<file path="src/rtl/adrv9001_tx_unpack_pkg.sv">
// Shared constants, state encoding and bit-order helpers for the ADRV9001 TX framer.
// The bit-reverse helper is the same one the receive pack/align path uses.
package adrv9001_tx_unpack_pkg;

   localparam int IQ_WIDTH     = 16;
   localparam int SERDES_RATIO = 8;

   typedef enum logic [0:0] {
      ST_IDLE = 1'b0,
      ST_RUN  = 1'b1
   } tx_state_e;

   function automatic logic [SERDES_RATIO-1:0] bit_reverse8(input logic [SERDES_RATIO-1:0] b);
      logic [SERDES_RATIO-1:0] r;
      r = {SERDES_RATIO{1'b0}};
      for (int k = 0; k < SERDES_RATIO; k++) begin
         r[k] = b[SERDES_RATIO-1-k];
      end
      return r;
   endfunction

   // Serdes sends bit 0 first, so the MSB of the selected byte must land in bit 0.
   function automatic logic [SERDES_RATIO-1:0] lane_byte(input logic [IQ_WIDTH-1:0] w,
                                                         input logic upper);
      logic [SERDES_RATIO-1:0] r;
      if (upper) begin
         r = bit_reverse8(w[IQ_WIDTH-1:SERDES_RATIO]);
      end else begin
         r = bit_reverse8(w[SERDES_RATIO-1:0]);
      end
      return r;
   endfunction

endpackage

</file>
<file path="src/rtl/adrv9001_tx_unpack.sv">
// ADRV9001 LVDS TX framer: splits 32-bit {I,Q} samples into MSB-first byte pairs on the
// I, Q and strobe serdes lanes, one sample every two divided-clock cycles.
module adrv9001_tx_unpack
   import adrv9001_tx_unpack_pkg::*;
#(
   parameter logic [15:0] STROBE_PATTERN = 16'h8000,
   parameter int          CNT_WIDTH      = 16
) (
   input  logic                      s_axis_aclk,
   input  logic                      s_axis_rstn,
   input  logic [2*IQ_WIDTH-1:0]     s_axis_tdata,
   input  logic                      s_axis_tvalid,
   output logic                      s_axis_tready,
   input  logic                      tx_en,
   output logic [SERDES_RATIO-1:0]   i_data,
   output logic [SERDES_RATIO-1:0]   q_data,
   output logic [SERDES_RATIO-1:0]   strobe,
   output logic                      active,
   output logic [CNT_WIDTH-1:0]      underflow_cnt
);

   tx_state_e               state_r;
   logic                    phase_r;
   logic [2*IQ_WIDTH-1:0]   hold_r;
   logic                    hold_vld_r;
   logic [SERDES_RATIO-1:0] lo_i_r;
   logic [SERDES_RATIO-1:0] lo_q_r;
   logic [SERDES_RATIO-1:0] i_data_r;
   logic [SERDES_RATIO-1:0] q_data_r;
   logic [SERDES_RATIO-1:0] strobe_r;
   logic                    active_r;
   logic                    tready_r;
   logic [CNT_WIDTH-1:0]    cnt_r;

   tx_state_e               state_nxt_s;
   logic                    phase_nxt_s;
   logic                    hold_vld_nxt_s;
   logic                    tready_nxt_s;
   logic                    accept_s;
   logic                    consume_s;
   logic                    underflow_s;

   assign s_axis_tready = tready_r;
   assign i_data        = i_data_r;
   assign q_data        = q_data_r;
   assign strobe        = strobe_r;
   assign active        = active_r;
   assign underflow_cnt = cnt_r;

   // Next-state, hold occupancy and ready decode from the current registers.
   always_comb begin
      state_nxt_s = state_r;
      phase_nxt_s = phase_r;
      consume_s   = 1'b0;
      underflow_s = 1'b0;
      accept_s    = s_axis_tvalid & tready_r;
      case (state_r)
         ST_IDLE: begin
            phase_nxt_s = 1'b0;
            if (tx_en && hold_vld_r) begin
               state_nxt_s = ST_RUN;
            end else begin
               state_nxt_s = ST_IDLE;
            end
         end
         ST_RUN: begin
            if (!phase_r) begin
               phase_nxt_s = 1'b1;
               if (hold_vld_r) begin
                  consume_s = 1'b1;
               end else begin
                  underflow_s = 1'b1;
               end
            end else begin
               // Exit only at a word boundary so a word is never truncated.
               phase_nxt_s = 1'b0;
               if (!tx_en) begin
                  state_nxt_s = ST_IDLE;
               end else begin
                  state_nxt_s = ST_RUN;
               end
            end
         end
         default: begin
            state_nxt_s = ST_IDLE;
            phase_nxt_s = 1'b0;
         end
      endcase
      hold_vld_nxt_s = accept_s | (hold_vld_r & ~consume_s);
      tready_nxt_s   = ~hold_vld_nxt_s | ((state_nxt_s == ST_RUN) & ~phase_nxt_s);
   end

   // Framing state, input buffer, lane bytes and underflow counter.
   always_ff @(posedge s_axis_aclk or negedge s_axis_rstn) begin
      if (!s_axis_rstn) begin
         state_r    <= ST_IDLE;
         phase_r    <= 1'b0;
         hold_r     <= {(2*IQ_WIDTH){1'b0}};
         hold_vld_r <= 1'b0;
         lo_i_r     <= {SERDES_RATIO{1'b0}};
         lo_q_r     <= {SERDES_RATIO{1'b0}};
         i_data_r   <= {SERDES_RATIO{1'b0}};
         q_data_r   <= {SERDES_RATIO{1'b0}};
         strobe_r   <= {SERDES_RATIO{1'b0}};
         active_r   <= 1'b0;
         tready_r   <= 1'b0;
         cnt_r      <= {CNT_WIDTH{1'b0}};
      end else begin
         state_r    <= state_nxt_s;
         phase_r    <= phase_nxt_s;
         hold_vld_r <= hold_vld_nxt_s;
         tready_r   <= tready_nxt_s;
         active_r   <= (state_nxt_s == ST_RUN);
         if (accept_s) begin
            hold_r <= s_axis_tdata;
         end
         case (state_r)
            ST_IDLE: begin
               i_data_r <= {SERDES_RATIO{1'b0}};
               q_data_r <= {SERDES_RATIO{1'b0}};
               strobe_r <= {SERDES_RATIO{1'b0}};
            end
            ST_RUN: begin
               if (!phase_r) begin
                  strobe_r <= lane_byte(STROBE_PATTERN, 1'b1);
                  if (consume_s) begin
                     i_data_r <= lane_byte(hold_r[2*IQ_WIDTH-1:IQ_WIDTH], 1'b1);
                     q_data_r <= lane_byte(hold_r[IQ_WIDTH-1:0], 1'b1);
                     lo_i_r   <= lane_byte(hold_r[2*IQ_WIDTH-1:IQ_WIDTH], 1'b0);
                     lo_q_r   <= lane_byte(hold_r[IQ_WIDTH-1:0], 1'b0);
                  end else begin
                     i_data_r <= {SERDES_RATIO{1'b0}};
                     q_data_r <= {SERDES_RATIO{1'b0}};
                     lo_i_r   <= {SERDES_RATIO{1'b0}};
                     lo_q_r   <= {SERDES_RATIO{1'b0}};
                  end
                  if (underflow_s && (cnt_r != {CNT_WIDTH{1'b1}})) begin
                     cnt_r <= cnt_r + {{(CNT_WIDTH-1){1'b0}}, 1'b1};
                  end
               end else begin
                  i_data_r <= lo_i_r;
                  q_data_r <= lo_q_r;
                  strobe_r <= lane_byte(STROBE_PATTERN, 1'b0);
               end
            end
            default: begin
               i_data_r <= {SERDES_RATIO{1'b0}};
               q_data_r <= {SERDES_RATIO{1'b0}};
               strobe_r <= {SERDES_RATIO{1'b0}};
            end
         endcase
      end
   end

endmodule

</file>
<file path="config.mk">
export PLATFORM = sky130hd
export DESIGN_NAME = adrv9001_tx_unpack
export DESIGN_NICKNAME = d
export VERILOG_FILES = /design/src/rtl/adrv9001_tx_unpack_pkg.sv /design/src/rtl/adrv9001_tx_unpack.sv
export SDC_FILE = /design/constraint.sdc
export NUM_CORES = 1
export LEC_CHECK = 0
export ABC_AREA = 1
export BUFFER_PORTS_ARGS = -buffer_cell sky130_fd_sc_hd__buf_2
export CELL_PAD_IN_SITES_DETAIL_PLACEMENT = 2
export CELL_PAD_IN_SITES_GLOBAL_PLACEMENT = 2
export CORE_ASPECT_RATIO = 1.5
export CORE_UTILIZATION = 30
export CTS_CLUSTER_SIZE = 28
export DETAILED_ROUTE_END_ITERATION = 12
export PLACE_DENSITY_LB_ADDON = 0.1
export SYNTH_ARGS = -nofsm -noshare
export SYNTH_HDL_FRONTEND = slang
export SYNTH_SLANG_ARGS = --single-unit
</file>
<file path="constraint.sdc">
create_clock -name s_axis_aclk -period 1.45 [get_ports s_axis_aclk]
set_clock_uncertainty 0.15 [all_clocks]
set_input_delay 0.29 -clock s_axis_aclk [delete_from_list [all_inputs] [get_ports s_axis_aclk]]
set_output_delay 0.29 -clock s_axis_aclk [all_outputs]
set_load 0.05 [all_outputs]
</file>
Yosys cells after proc, flatten, opt, wreduce, memory -nomap -nowiden:

Cells that the tools add are included.

* logic and storage cells: 49
* output and inout bits: 42
* register bits: 92

* add/subtract/negate cells: 1
* equal/unequal tests: 1
* mux-type cells: 22
* reduce and logical (&&, ||, !) cells: 4
* bitwise operators: 10

Operators with widths (number)
* 8-bit two-way mux: 6
* 8-bit one-hot mux with 2 select lines: 3
* 16-bit by 1-bit adder with 16-bit output (second input constant): 1
* 16-bit inequality test (second input constant): 1
* 1-bit two-way mux: 11
* 1-bit NOT: 5
* 1-bit one-hot mux with 2 select lines: 2
* 1-bit bitwise AND: 3
* 3-bit AND reduction: 1
* 1-bit logical AND: 2
* 1-bit OR: 2
* 2-bit AND reduction: 1

Longest topological paths before layout:

Gate-level depths: netlist of the first run.

* depth after elaboration: 8
* depth in mapped cells: 10
* depth with buffers taken out: 9

Worst setup path after synthesis of the first run:

Ideal clock, no wire load.

* kind: register to register
* from: register cnt_r[0], in the netlist underflow_cnt[0]
* to: register cnt_r[3], in the netlist underflow_cnt[3]
* slack: -509 ps
* buffers on the path: 1
* library setup time: 120 ps
* stages on the path, launching flop included: 10
* arrival: 1689 ps
* data required time: 1180 ps
* cell sequence: dfrtp_1 -> ha_1 -> inv_1 -> nor2_4 -> nand2_4 -> nand2_4 -> nand2_4 -> buf_6 -> nand2_1 -> o21ai_2

* longest elaborated chain between the ends: 3
* elaborated cells on any way between the ends: 4

RTL lines
* start: declaration: RTL line adrv9001_tx_unpack.sv:33 `logic [CNT_WIDTH-1:0] cnt_r;`
* start signal: assignment: RTL line adrv9001_tx_unpack.sv:107 `cnt_r <= {CNT_WIDTH{1'b0}};`
* start signal: assignment: RTL line adrv9001_tx_unpack.sv:138 `cnt_r <= cnt_r + {{(CNT_WIDTH-1){1'b0}}, 1'b1};`
* parallel branches: the longest is 3 deep, another holds 16-bit by 1-bit adder with 16-bit output

Several ways; the timed one is not identified.
A chain may end at the register's enable or synchronous reset.

Final worst setup path of the first run:

* from: register cnt_r[1], in the netlist underflow_cnt[1]
* to: register cnt_r[5], in the netlist underflow_cnt[5]

The elaborated chain is that of the path after synthesis.

==> summary.md, run 1 <==
| Metric | Value |
|---|---|
| Hold Path Origin | s_axis_tdata[23] |
| Cell area after placement | 4573 µm² |
| Core area | around 12000 µm² |
| Port Buffers | 70 |
| Final Hold Fails | 0 |
| Worst path arrival time | ~1.7 ns |
| CTS tree | yes |
| Starting Density | between 30% and 40% |
| CTS Sinks | between 80 and 90 |
| Maximum vdd drop | between 0.9 and 1 mV |
| Crit path capture | underflow_cnt[5] |
| Worst skew pair latency | between 0.3 and 0.4 ns |
| Die Wd | about 92 µm |
| HP Class | in -> reg |
| Syn Std Cell Area | approximately 3700 µm² |
| Total gr overflow | 0 |
| R2R depth | 9 |
| PD cells | ~2300 nW/µm² |
| Clk pwr share | 18.8% |
| Critical Path Start Type | flip-flop |
| Sequential-to-total area share from yosys stat | 57.28% |
| Final GP Congestion | between 0.7 and 0.8 |
| Die Ht | ~140 µm |
| Minimum hold slack | 0.02720 ns |
| DRT Pass-1 Iters | 4 |
| Slew Limit Fails | 0 |
| Global-route wire length before repair | roughly 18000 µm |
| Crit share post-route | 109.5% |
| Post-synth EDFFs | 0 |
| Synth top area share | ~57% |
| Nets | 549 |
| Failing checks | negative setup slack |
| CTS H-tree depth | 3 |
| Layout area overhead | 52.27% |
| Fin crit period | between 1.5 and 2 ns |
| Reg-to-Reg Start | underflow_cnt[1] |
| Int Pwr | between 7 and 8 mW |
| Worst path required time | approximately 1.5 ns |
| Layout cells sized above 1 | between 50% and 60% |
| Post-synth ARST share | 100.0% |
| Largest net degree at the start of global routing | between 40 and 50 |
| Via count | between 3000 and 4000 |
| Critical Path Source | underflow_cnt[1] |
| Fin util | between 40% and 50% |
| Top-Level Pins | 78 |
| Worst R2R End | underflow_cnt[5] |
| Synth warnings | 0 |
| Ant. Diodes | 0 |
| Vias per cell | 4.619 |
| Post-Place Cells | roughly 630 |
| Top post-synthesis cells by area | dfrtp_1 (57%), nand2_1 (11%), mux2_2 (7.7%) |
| Pre-CTS WS | -0.1636 ns |
| Vias in the first global route | between 3000 and 4000 |
| Sw frac | 41.73% |
| FF+latch count, synth | between 80 and 90 |
| Fraction of power consumed by sequential logic | 31.2% |
| Syn Inst Count | around 370 |
| Total of max-cap violations | 0 |
| Comb power frac | 50.0% |
| F_max | around 630 MHz |
| Post-Layout Cell Count | 670 |
| Main synth FF type | dfrtp_1 |
| FP Rows | 49 |
| Post-synth cell types | 26 |
| Crit Path Max Fanout | 6 |
| Post-DRT Antenna Nets | 0 |
| Finished Cell Area | 5588 µm² |
| Root Driver | clkbuf_16 |
| Setup TNS | -3.034 ns |
| Worst R2R Setup Slack | -0.14 ns |
| Setup crit end kind | flip-flop |
| Num CTS Buffers | 9 |
| Clock slew at reported path FFs | 0.06 ns |
| CTS max path bufs | 2 |
| RSZ-0062 raised after global routing | yes |
| Final worst slack | -0.1381 ns |
| Post-DP HPWL | just under 8000 µm |
| Initial drt markers | 89 |
| Outcome | finished with violations |
| Total track usage | a little under a fifth |
| NetSw | approximately 5.3 mW |
| Routed WL | between 10000 and 15000 µm |
| CP Class | reg -> reg |
| Setup violations, final | 51 |
| Top-count cell post-synth | nand2_1 |
| Mapped Avg Cell Area | just under 10 µm² |
| Leakage | 2.717 nW |
| Die area | 12690 µm² |
| # DRC | 0 |
| Synth cell count leaders | nand2_1 (108), dfrtp_1 (84), inv_1 (28), mux2_2 (25), a21oi_1 (23) |
| Initial antenna violation count | 0 |
| Final Power | 12.60 mW |
| Synth area leader | dfrtp_1 |
| Fillcell total | 1281 |
| Drt wl/cell | 17.82 µm |
critical path: stages, from the launching register on:
cell,delay (ns)
dfrtp_2,0.44
ha_4,0.17
inv_2,0.05
nor2_4,0.13
nand2_4,0.08
nand2_4,0.09
nand2_8,0.09
clkbuf_16,0.17
nand3_2,0.06
nand2_1,0.06
worst min-delay path by stage:
stage / slack (ns) / depth (start not counted) / to
after floorplan: -0.16 / 0 / active
after global placement: 0.009 / 1 / i_data[6]
after detailed placement: 0.01 / 1 / i_data[3]
after CTS: 0.01 / 2 / hold_r[23]
after global routing: 0.03 / 2 / hold_r[8]
final: 0.03 / 2 / hold_r[23]
logic make-up after synthesis:
group	after synthesis	synth area share [%]
adder cells (fa/ha/maj)	1	0.3409
buffers and inverters	51	7.228
AO/OA/AOI/OAI	45	7.364
flip-flops	84	57.28
other	1	0.1022
multiplexers	25	7.671
AND/OR/NAND/NOR	161	19.30
XOR/XNOR	3	0.7161
state kept, by name, indices dropped and copies added, names as in the netlist, 8 cells and up:
name and flops:
underflow_cnt 16, q_data 8, lo_i_r 8, hold_r 32, i_data 8, lo_q_r 8
per-layer routing:
metal | share of wire (%) | track usage, % | vias to the layer above
met5 | 0 | 0 | -
met4 | 2.4 | 8.247 | 0
met3 | 2.2 | 3.146 | 19
met2 | 60 | 36.75 | 56
met1 | 36 | 19.26 | 1564
li1 | - | - | 1456
repair_timing:
item,4_1_cts,5_1_grt
pin swaps,8,13
cloned,1,2
endpoints found under the setup margin,36,56
endpoints found under the hold margin,84,0
resized for setup,85,57
hold buffers,1,0
buffers inserted,14,13
power by group through the flow:
stage | registers (mW) | clock network (mW) | logic, mW
2_1_floorplan | 4.76 | 0 | 2.25
3_3_place_gp | 3.82 | 0 | 4.61
3_5_place_dp | 3.88 | 0 | 4.78
5_1_grt | 4.03 | 2.51 | 6.72
6_report | 3.93 | 2.37 | 6.31
4_1_cts | 3.86 | 2.43 | 5.45
final cells by class:
cell class	instances	area, µm²	share of cell area [%]
clock buffers	11	242.7	4.344
clock inverters	5	60.06	1.075
well taps	153	191.4	3.426
flip-flops and latches	84	2121	37.95
inverters	30	118.9	2.127
repair buffers	145	1255	22.46
multi-input cells	242	1599	28.62
cell usage in the layout (no fill, tap or decap), drive strengths merged, types with 2 or more instances in the layout:
cell type	netlist	layout
nand3	15	15
clkinvlp	0	2
xor2	3	3
a22o	9	9
conb	1	7
nand2	115	115
inv	30	30
mux2	25	25
clkbuf	3	13
dfrtp	84	84
o21ai	13	13
nor2	27	27
a21oi	23	23
buf	18	142
clkinv	0	2
nand4	3	3
Power figures use the tool's default switching activity.
==> run 2: changes to the inputs <==
Settings changed: CORE_MARGIN set to 5.
==> run 2 against run 1 <==
The flow still finishes with violations (negative setup slack). Wire length shrank 1.3%. Die area grew 15%. First-iteration DRC count shrank 40%. Cell count shrank 0.45%. Combinational power grew 11%. Register-to-register slack lost 0.02 ns. Hold slack gained 0.0028 ns. Sequential power is essentially flat. Global-route usage shrank 3.1 points. Sequential share of layout area shrank 0.70 points. Largest power group unchanged.
==> summary.md, run 2 (synthesis gave the netlist of run 1 again) <==
| Metric | Value |
|---|---|
| Outcome | finished with violations |
| Failing checks | negative setup slack |
| Layout cells sized above 1 | between 50% and 60% |
| M1 GR Usage | roughly 17% |
| Worst skew pair latency | 0.34 ns |
| Initial drt markers | 53 |
| Via count | 3107 |
| Maximum vdd drop | around 1 mV |
| Nets | ~550 |
| Grt met3 use | between 2 and 2.5% |
| Max reg flops | 32 |
| Fillcell total | 1280 |
| Crit Path Max Fanout | 6 |
| Core area | roughly 12000 µm² |
| Vias per cell | approximately 4.7 |
| Setup violations, final | 47 |
| Root Driver | clkbuf_16 |
| Post-Place Cells | slightly above 600 |
| DRT Pass-1 Iters | 4 |
| GRT busiest layer | met2 |
| Worst path required time | between 1.5 and 2 ns |
| Die Wd | approximately 100 µm |
| Drt wl/cell | between 15 and 20 µm |
| Vias in the first global route | 3555 |
| Critical Path Start Type | flip-flop |
| Post-Layout Cell Count | 667 |
| Starting Density | a little over 30% |
| Die area | approximately 15000 µm² |
| Final Hold Fails | 0 |
| CTS max path bufs | 2 |
| Ant. Diodes | 0 |
| Initial antenna violation count | 0 |
| CTS tree | yes |
| Multi-input logic area | about 1600 µm² |
| RSZ-0062 raised after global routing | yes |
| Setup TNS | -2.777 ns |
| Largest net degree at the start of global routing | 58 |
| Die Ht | between 100 and 150 µm |
| Post-DP HPWL | between 7000 and 8000 µm |
| Setup crit end kind | flip-flop |
| Total gr overflow | 0 |
| CP Class | reg -> reg |
| Top-Level Pins | 78 |
| Layout area overhead | 55.13% |
| FF+latch area | around 2100 µm² |
| Global-route wire length before repair | between 15000 and 20000 µm |
| Final worst slack | -0.1547 ns |
| Crit share post-route | 110.7% |
| Total of max-cap violations | 0 |
| Leakage | 2.765 nW |
| Most frequent cells in the layout | nand2_1 (73), dfrtp_1 (69), buf_2 (51), buf_4 (45), mux2_2 (25) |
| CTS Sinks | 84 |
| Routed WL | around 12000 µm |
| Most flop-heavy register | hold_r |
| Worst path arrival time | ~1.7 ns |
| Grt met2 use | approximately 30% |
| Port Buffers | 70 |
| # DRC | 0 |
| Num CTS Buffers | 9 |
| HP Class | in -> reg |
| Fin crit period | roughly 1.6 ns |
| Clock slew at reported path FFs | 0.07 ns |
| Slew Limit Fails | 0 |
| Final GP Congestion | approximately 0.73 |
| PD cells | ~2300 nW/µm² |
| F_max | 623.2 MHz |
| CTS H-tree depth | 3 |
| Post-DRT Antenna Nets | 0 |
| Commonest non-fill, non-tap cell in the layout | nand2_1 |
| Total track usage | between 10% and 20% |
| Pre-CTS WS | -0.05623 ns |
| FP Rows | ~50 |
[run 2: cell count changes in the layout (fill, tap and decap cells not counted), sizes merged]
cell / before / now
bufinv: 1 / 0
clkinv: 2 / 4
buf: 142 / 138
[run 2: worst max-delay path, cell delays in order, from the launching register on]
cell	delay (ns)
dfrtp_2	0.41
buf_6	0.13
ha_4	0.15
inv_2	0.06
nor2_4	0.04
nand2_4	0.07
nand2_4	0.06
nand2_8	0.11
buf_12	0.15
nand2_2	0.04
nand2_1	0.07
nand2_1	0.06
[run 2: area by class of cell]
type / count / area share (%)
tap: 153 / 3.363
clock inverter: 6 / 0.7912
clock buffer: 10 / 4.198
sequential: 84 / 37.25
timing repair buffer: 142 / 23.27
multi-input combinational: 242 / 28.84
inverter: 30 / 2.286
[run 2: where the power goes]
| part | total [mW] | switching, mW | leakage (nW) | internal [mW] |
|---|---|---|---|---|
| registers | 3.91 | 0.603 | 1.03 | 3.30 |
| logic | 7.02 | 3.92 | 1.59 | 3.10 |
| clock network | 2.21 | 0.994 | 0.143 | 1.22 |
| total | 13.1 | 5.52 | 2.76 | 7.62 |
[run 2: worst paths after layout]
kind | startpoint | endpoint | slack [ns] | cells past startpoint
max | underflow_cnt[0] | underflow_cnt[6] | -0.15 | 11
min | s_axis_tdata[31] | hold_r[31] | 0.03 | 2
max reg2reg | underflow_cnt[0] | underflow_cnt[6] | -0.15 | 11
min reg2reg | hold_r[17] | lo_i_r[6] | 0.34 | 1
max in group asynchronous | s_axis_rstn | underflow_cnt[8] | 0.44 | 3
min in group asynchronous | s_axis_rstn | i_data[1] | 0.34 | 3
[run 2: per-stage QoR]
stage | hold WS [ns] | utilization [%] | power, mW | instance area [µm²]
floorplan | -0.1556 | - | 7.014 | 3757
global placement | 0.1643 | 37.83 | 8.494 | 4546
detailed placement | 0.1690 | 37.83 | 8.697 | 4546
CTS | 0.02357 | 43.36 | 11.67 | 5210
global route | 0.02346 | 47.38 | 13.87 | 5693
finish | 0.03004 | 47.38 | 13.14 | 5693
[run 2: repair_timing]
action	4_1_cts	5_1_grt
cloned	2	3
endpoints found under the hold margin	84	0
gates resized for setup	59	102
pin swaps	2	22
endpoints found under the setup margin	35	62
buffers inserted	14	11
hold buffers	1	0
[run 2: metal layers]
metal / vias to the layer above / wire [µm]
met3: 14 / 259
met2: 51 / 6966
met5: - / 0
met4: 0 / 249
met1: 1590 / 4314
li1: 1452 / -
==> run 3: changes to the inputs <==
Settings changed: CORE_UTILIZATION 30 to 36, SETUP_SLACK_MARGIN set to 0.05.
Clock period 1.45 ns to 2 ns, I/O delays scaled along.
==> run 3 against run 2 <==
The flow now finishes without violations. Core utilization fell by 3.3 points. Highest routed layer unchanged. Critical endpoint is now strobe[0]. Wire length down 17%. Final area down 22%. Clock power down 25%. Clock-buffer cell count unchanged. Power is 44% lower.
==> summary.md, run 3 (synthesis gave the netlist of run 1 again) <==
| Metric | Value |
|---|---|
| Post-DP HPWL | around 7000 µm |
| Total track usage | between 10% and 20% |
| Ant. Diodes | 0 |
| Most flop-heavy register | hold_r |
| FP Rows | between 40 and 50 |
| Initial antenna violation count | 0 |
| Outcome | complete, no violations |
| Total gr overflow | 0 |
| Layout cells sized above 1 | between 30% and 40% |
| CTS Sinks | between 80 and 90 |
| HP Class | in -> reg |
| Routed WL | 9827 µm |
| F_max | 552.9 MHz |
| PD cells | approximately 1700 nW/µm² |
| Layout area overhead | 20.97% |
| Core area | about 10000 µm² |
| Initial drt markers | 70 |
| Via count | 2812 |
| Worst skew pair latency | ~0.33 ns |
| CTS max path bufs | 2 |
| Die area | approximately 12000 µm² |
| CTS H-tree depth | 3 |
| R2R depth | 9 |
| Num CTS Buffers | 9 |
| Nets | between 400 and 500 |
| Final worst slack | 0.1912 ns |
| Maximum vdd drop | ~0.95 mV |
| Crit share post-route | 90.44% |
| Leakage | 2.187 nW |
| Reg-to-Reg Start | underflow_cnt[1] |
| Worst path arrival time | roughly 1.3 ns |
| Most frequent cells in the layout | nand2_1 (107), dfrtp_1 (83), buf_2 (69), inv_1 (28), mux2_2 (25) |
| Crit path capture | strobe[0] |
| Top-Level Pins | approximately 80 |
| Fin crit period | 1.809 ns |
| # DRC | 0 |
| Die Wd | 92.44 µm |
| Final GP Congestion | 0.7404 |
| Clock slew at reported path FFs | approximately 0.06 ns |
| Setup crit end kind | primary output |
| DRT Pass-1 Iters | 4 |
| Die Ht | approximately 130 µm |
| Root Driver | clkbuf_16 |
| Pre-CTS WS | roughly 0.14 ns |
| Setup TNS | 0 ns |
| Setup violations, final | 0 |
| Post-DRT Antenna Nets | 0 |
| Vias per cell | about 5.0 |
| Port Buffers | 70 |
| Final Hold Fails | 0 |
| Critical Path Start Type | flip-flop |
| Worst path required time | 1.45 ns |
| CTS tree | yes |
| Total of max-cap violations | 0 |
| Max reg flops | 32 |
| Global-route wire length before repair | ~16000 µm |
| CP Class | reg -> out |
| Worst R2R Setup Slack | between 0.2 and 0.25 ns |
| Worst slew pin tran | around 0.68 ns |
| Critical Path Source | strobe[0] |
| RSZ-0062 raised after global routing | no |
| Worst R2R End | underflow_cnt[11] |
| Commonest non-fill, non-tap cell in the layout | nand2_1 |
| Rel. slew slack | ~55% |
| Drt wl/cell | 17.36 µm |
| Vias in the first global route | 3241 |
| Largest net degree at the start of global routing | 41 |
| Crit Path Max Fanout | 17 |
| Starting Density | approximately 36% |
| Setup Fix Bufs, Post-CTS | 0 |
| Slew Limit Fails | 0 |
run 3: cell types whose count changed in the layout (fill, tap and decap cells not counted), moves of 8 or more:
cell	before	now
dfrtp_1	69	83
buf_12	11	3
buf_8	12	0
buf_4	45	5
nand2_2	20	5
o21ai_0	1	9
nand2_4	21	3
a21oi_2	16	0
buf_2	51	69
nand2_1	73	107
buf_6	17	0
a21oi_1	7	23
dfrtp_2	15	1
run 3: critical path, stage by stage (launching register included):
cell and delay [ns]:
dfrtp_1 0.36, buf_4 0.26, buf_2 0.31
run 3: worst min path at each step:
stage	startpoint	endpoint	slack, ns	cells after the start
2_1_floorplan	s_axis_rstn	active	-0.05	0
3_3_place_gp	s_axis_rstn	underflow_cnt[5]	0.26	1
3_5_place_dp	s_axis_rstn	underflow_cnt[5]	0.27	1
4_1_cts	s_axis_tdata[27]	hold_r[27]	0.14	2
5_1_grt	s_axis_tdata[19]	hold_r[19]	0.14	2
6_report	s_axis_tdata[27]	hold_r[27]	0.15	2
run 3: where the power goes:
group	total, mW	internal [mW]	switching (mW)
registers	2.77	2.38	0.386
logic	2.90	0.847	2.05
clock network	1.66	0.988	0.669
run 3: through the flow:
step	cell area, µm²	hold WS, ns	total power, mW	cells	utilization (%)
after floorplan	3694	-0.04559	4.997	377	-
after global placement	4133	0.2640	5.583	550	41.01
after detailed placement	4133	0.2654	5.734	550	41.01
after CTS	4434	0.1384	7.450	566	44.00
after global routing	4439	0.1424	7.788	566	44.05
final	4439	0.1488	7.325	566	44.05
run 3: final cells by class:
cell class	count	area (µm²)
sequential	84	2103
fill	1115	5639
clock inverter	5	52.55
multi-input combinational	242	1330
tap	117	146.4
timing repair buffer	78	452.9
inverter	30	115.1
clock buffer	10	239.0
run 3: routing by layer:
layer / part of all wire, % / track usage (%) / vias up / routed length, µm
met5: 0 / 0 / - / 0
met4: 1.1 / 5.455 / 0 / 109
met3: 2.6 / 2.712 / 7 / 251
met2: 58 / 32.98 / 43 / 5687
met1: 38 / 18.60 / 1445 / 3778
li1: - / - / 1317 / -
run 3: repair_timing:
item,CTS,global route
endpoints found under the setup margin,0,7
resized for setup,0,2
hold buffers,1,0
endpoints found under the hold margin,34,0
